File: src/rtl/stereo_serial_tx.sv
// Parallel-to-serial stereo PCM source: one-deep input buffer, then an MSB-first
// frame on LEFTout/RIGHTout with a one-bit-period sync on each frame enable.
module stereo_serial_tx #(
  parameter int DATA_W  = 18,
  parameter int CLK_DIV = 4
) (
  input  logic              clock,
  input  logic              reset,
  input  logic              clken48kHz,
  input  logic [DATA_W-1:0] left_in,
  input  logic [DATA_W-1:0] right_in,
  input  logic              sample_valid,
  output logic              sample_ready,
  output logic              LEFTout,
  output logic              RIGHTout,
  output logic              sync_out,
  output logic              busy,
  output logic              underrun,
  output logic              frame_err
);

  localparam int DW = (CLK_DIV > 1) ? $clog2(CLK_DIV) : 1;
  localparam int BW = (DATA_W > 1) ? $clog2(DATA_W) : 1;

  typedef enum logic [1:0] {IDLE, LOAD, SHIFT} state_t;

  state_t            state, state_nxt;
  logic [DATA_W-1:0] hold_l, hold_r, last_l, last_r, sh_l, sh_r;
  logic              hold_full;
  logic [DW-1:0]     div_cnt;
  logic [BW-1:0]     bit_cnt;
  logic              accept, start, bit_end, frame_end;

  assign accept    = sample_valid && !hold_full;
  assign start     = (state == IDLE) && clken48kHz;
  assign bit_end   = (div_cnt == DW'(CLK_DIV - 1));
  assign frame_end = bit_end && (bit_cnt == BW'(DATA_W - 1));

  always_ff @(posedge clock or negedge reset) begin
    if (!reset) state <= IDLE;
    else        state <= state_nxt;
  end

  always_comb begin
    state_nxt = state;
    case (state)
      IDLE:    if (clken48kHz) state_nxt = LOAD;
      LOAD:    state_nxt = SHIFT;
      SHIFT:   if (frame_end) state_nxt = IDLE;
      default: state_nxt = IDLE;
    endcase
  end

  // Frame data is captured into the shift registers on the enable edge rather
  // than in LOAD; the serial output is gated by SHIFT, so the timing is identical.
  always_ff @(posedge clock or negedge reset) begin
    if (!reset) begin
      hold_l    <= '0;
      hold_r    <= '0;
      hold_full <= 1'b0;
      last_l    <= '0;
      last_r    <= '0;
      sh_l      <= '0;
      sh_r      <= '0;
      div_cnt   <= '0;
      bit_cnt   <= '0;
      underrun  <= 1'b0;
      frame_err <= 1'b0;
    end else begin
      underrun  <= start && !hold_full;
      frame_err <= clken48kHz && (state != IDLE);

      if (accept) begin
        hold_l    <= left_in;
        hold_r    <= right_in;
        hold_full <= 1'b1;
      end else if (start && hold_full) begin
        hold_full <= 1'b0;
      end

      if (start) begin
        if (hold_full) begin
          sh_l   <= hold_l;
          sh_r   <= hold_r;
          last_l <= hold_l;
          last_r <= hold_r;
        end else begin
          sh_l <= last_l;
          sh_r <= last_r;
        end
      end

      if (state == LOAD) begin
        div_cnt <= '0;
        bit_cnt <= '0;
      end else if (state == SHIFT) begin
        if (bit_end) begin
          div_cnt <= '0;
          bit_cnt <= frame_end ? '0 : bit_cnt + 1'b1;
          sh_l    <= {sh_l[DATA_W-2:0], 1'b0};
          sh_r    <= {sh_r[DATA_W-2:0], 1'b0};
        end else begin
          div_cnt <= div_cnt + 1'b1;
        end
      end
    end
  end

  assign sample_ready = !hold_full;
  assign LEFTout      = (state == SHIFT) && sh_l[DATA_W-1];
  assign RIGHTout     = (state == SHIFT) && sh_r[DATA_W-1];
  assign sync_out     = (state == SHIFT) && (bit_cnt == '0);
  assign busy         = (state != IDLE);

endmodule
File: config.mk
export PLATFORM = sky130hd
export DESIGN_NAME = stereo_serial_tx
export DESIGN_NICKNAME = d
export VERILOG_FILES = /design/src/rtl/stereo_serial_tx.sv
export SDC_FILE = /design/constraint.sdc
export NUM_CORES = 1
export LEC_CHECK = 0
export CORE_ASPECT_RATIO = 1.2
export CORE_MARGIN = 3
export CORE_UTILIZATION = 54
export CTS_BUF_LIST = sky130_fd_sc_hd__clkbuf_8
export DETAILED_ROUTE_END_ITERATION = 10
export GPL_TIMING_DRIVEN = 0
export PLACE_DENSITY = 0.78
export SYNTH_ARGS = -nofsm -noshare
export SYNTH_HDL_FRONTEND = slang
export SYNTH_SLANG_ARGS = --single-unit
File: constraint.sdc
create_clock -name clock -period 1.65 [get_ports clock]
set_input_delay 0.33 -clock clock [delete_from_list [all_inputs] [get_ports clock]]
set_output_delay 0.33 -clock clock [all_outputs]
set_load 0.05 [all_outputs]
==> flow_summary.json <==
{
  "outcome": "finished, violations left",
  "violations": "setup timing",
  "drcViolationCount": 0,
  "maxCapViolCount": 0,
  "worst_pin_slew_ns": 0.485,
  "die_w_um": 98.2,
  "holdCritPathClass": "in2async",
  "p_sw_w": 0.00463,
  "cts-buffers-inserted": 17,
  "place.gp.congestion": 0.741,
  "insertion_delay_ns": 0.43,
  "synth_top_area_cell": "dfrtp_1",
  "grtUsageTotal": 0.209,
  "clockBufferDepth": 2,
  "first_global_vias": 3869,
  "synth_edf_count": 0,
  "fillerInstances": 588,
  "final_cell_count_no_fill": 686,
  "cp.required_ns": 1.32,
  "ys_top_cells_by_area": "dfrtp_1, mux2_2, mux2_4, mux2i_1, a21oi_1",
  "synthCells": 456,
  "synth_xor_area_frac": 0,
  "post-place-ws_ns": -0.407,
  "p_seq_frac": 0.394,
  "crit_path_max_fanout": 5,
  "ir_drop_mv": 1.22,
  "p_sw_frac": 0.338,
  "power.density_nw_per_um2": 1910,
  "p_comb_frac": 0.439,
  "yosysTopAreaCellShare": 0.545,
  "drt-total-wl_mm": 11.9,
  "antenna_left": 0,
  "fp.coreArea_um2": 9710,
  "drive_above_1_share": 0.352,
  "synthMuxAreaShare": 0.237,
  "diodes": 0,
  "setup_viol": 50,
  "cts_root_buf": "clkbuf_8",
  "port_buffers": 46,
  "rsz0062_at_grt": "true",
  "drt-initial-drc-count": 178,
  "chipHeight_um": 117,
  "drt-wirelength-per-cell_um": 17.4,
  "p_int_w": 0.00905,
  "p_leak_nw": 3.36,
  "most-common-layout-cells": "dfrtp_1, mux2_2, nor2_1, clkdlybuf4s50_1, mux2i_1",
  "ys.flop_type": "dfrtp_1",
  "synth_top_family_by_area": "multiplexers",
  "min_period_ns": 1.82,
  "cp-start-kind": "flip-flop",
  "clock_skew_ns": 0.0113,
  "dp_hpwl_mm": 7.08,
  "setup_tns_ns": -2.73,
  "path_clk_slew_ns": 0.07,
  "dieArea_um2": 11500,
  "grt_overflow": 0,
  "mappedNetlistArea_um2": 5510,
  "grt_pass1_wl_mm": 18.8,
  "viasPerCell": 5.55,
  "dp.cells": 626,
  "cts_sinks": 120,
  "drt_pass1_iterations": 4,
  "syn_area_per_cell_um2": 12.1,
  "ys_types": 33,
  "num-nets-final": 601,
  "finalHoldViolations": 0,
  "final_common_cell": "dfrtp_1",
  "antenna_found_initial": 0,
  "setup_slack_ns": -0.174,
  "synth_compound_area_frac": 0.0841,
  "synth_fa_ha_area_frac": 0.0182,
  "critPathCaptureType": "primary output",
  "syn_nets": 504,
  "area_growth_pct": 30.0,
  "synth_seq_cells": 120,
  "ys_seq_area_frac": 0.545,
  "critPathKind": "reg2out",
  "htree_levels": 4,
  "critPathArrivalTime_ns": 1.49,
  "initial_core_util": 0.567,
  "ys.warnings.count": 0,
  "num_rows": 39,
  "io_pins": 47,
  "slew_headroom": 0.678,
  "cts_tree": "built",
  "vias": 3804,
  "synthSimpleGateAreaFrac": 0.0734,
  "period_share": 1.11,
  "fmax_mhz": 548,
  "async_flop_share": 1.00,
  "maxSlewViolCount": 0,
  "clkPwrFrac": 0.167,
  "grt_max_degree": 82
}
[cell families after synthesis]
| logic type | after synthesis |
|---|---|
| simple gates | 95 |
| compound gates | 86 |
| fa+ha+maj | 8 |
| flops | 120 |
| buf+inv | 37 |
| mux | 110 |
[cells in the mapped netlist (8+ instances only)]
master   count
a21oi_1     36
buf_2        9
dfrtp_1    120
ha_1         8
inv_1        8
mux2_2      45
mux2_4      29
mux2i_1     36
nand2_1     36
nor2_1      42
o21ai_0     29
o21ai_1     10
[through the flow]
stage / power, W / utilization / cell area (µm²) / hold WS [ns]
floorplan: 0.00881 / - / 5510 / 0.0344
global placement: 0.00968 / 0.631 / 6130 / 0.461
detailed placement: 0.00999 / 0.634 / 6160 / 0.266
CTS: 0.0131 / 0.709 / 6880 / 0.375
global route: 0.0145 / 0.737 / 7160 / 0.401
finish: 0.0137 / 0.737 / 7160 / 0.380
[timing repair]
item                                   in CTS  in global routing
endpoints found under the hold margin      39                  0
setup endpoints to repair                  77                113
hold buffers                                1                  0
resized for setup                          88                 89
gates cloned                                3                  1
pin swaps                                   3                 12
setup buffers                              12                 20
[area by class of cell]
| class | count | area, µm² | area share |
|---|---|---|---|
| timing repair buffer | 81 | 880 | 0.123 |
| sequential | 120 | 3000 | 0.420 |
| buffer | 26 | 312 | 0.0435 |
| tap | 123 | 154 | 0.0215 |
| multi-input combinational | 299 | 2430 | 0.340 |
| inverter | 8 | 36.3 | 0.00507 |
| clock inverter | 6 | 26.3 | 0.00367 |
| clock buffer | 23 | 317 | 0.0442 |
[worst max-delay path, cell delays in order, from the launching register on]
cell and delay [ns]:
dfrtp_1 0.45, ha_4 0.21, buf_4 0.13, and2_4 0.13
buf_8 0.14
[power by group through the flow]
stage / clock network (W) / logic [W] / registers (W)
final: 0.00229 / 0.00600 / 0.00538
after global routing: 0.00249 / 0.00645 / 0.00555
after CTS: 0.00233 / 0.00543 / 0.00531
after detailed placement: 0 / 0.00467 / 0.00532
after global placement: 0 / 0.00445 / 0.00523
after floorplan: 0 / 0.00374 / 0.00508
[sequential cells by signal, indices dropped and copies added, names as in the netlist, 5 cells and up]
register  count
hold_r       18
sh_r         18
sh_l         18
hold_l       18
last_r       18
bit_cnt       5
last_l       18
[worst paths after layout]
path	start	end	slack (ns)	depth (start not counted)
max in group asynchronous	reset	last_l[7]$_DFFE_PN0N_	0.55	3
hold / removal	reset	bit_cnt[3]$_DFFE_PN0P_	0.38	2
setup / recovery	state[1]$_DFFE_PN0P_	RIGHTout	-0.17	4
setup reg to reg	state[1]$_DFFE_PN0P_	last_l[8]$_DFFE_PN0N_	-0.07	7
hold reg to reg	sh_r[7]$_DFF_PN0_	sh_r[8]$_DFF_PN0_	0.49	2
min in group clock	sh_r[7]$_DFF_PN0_	sh_r[8]$_DFF_PN0_	0.49	2
[routing by layer]
layer,vias up,GRT usage,share of wire
met1,1937,0.250,0.41
met3,22,0.0502,0.030
met5,-,0,0
met4,0,0.0874,0.019
li1,1774,-,-
met2,71,0.365,0.54
(Power assumes the default switching activity.)
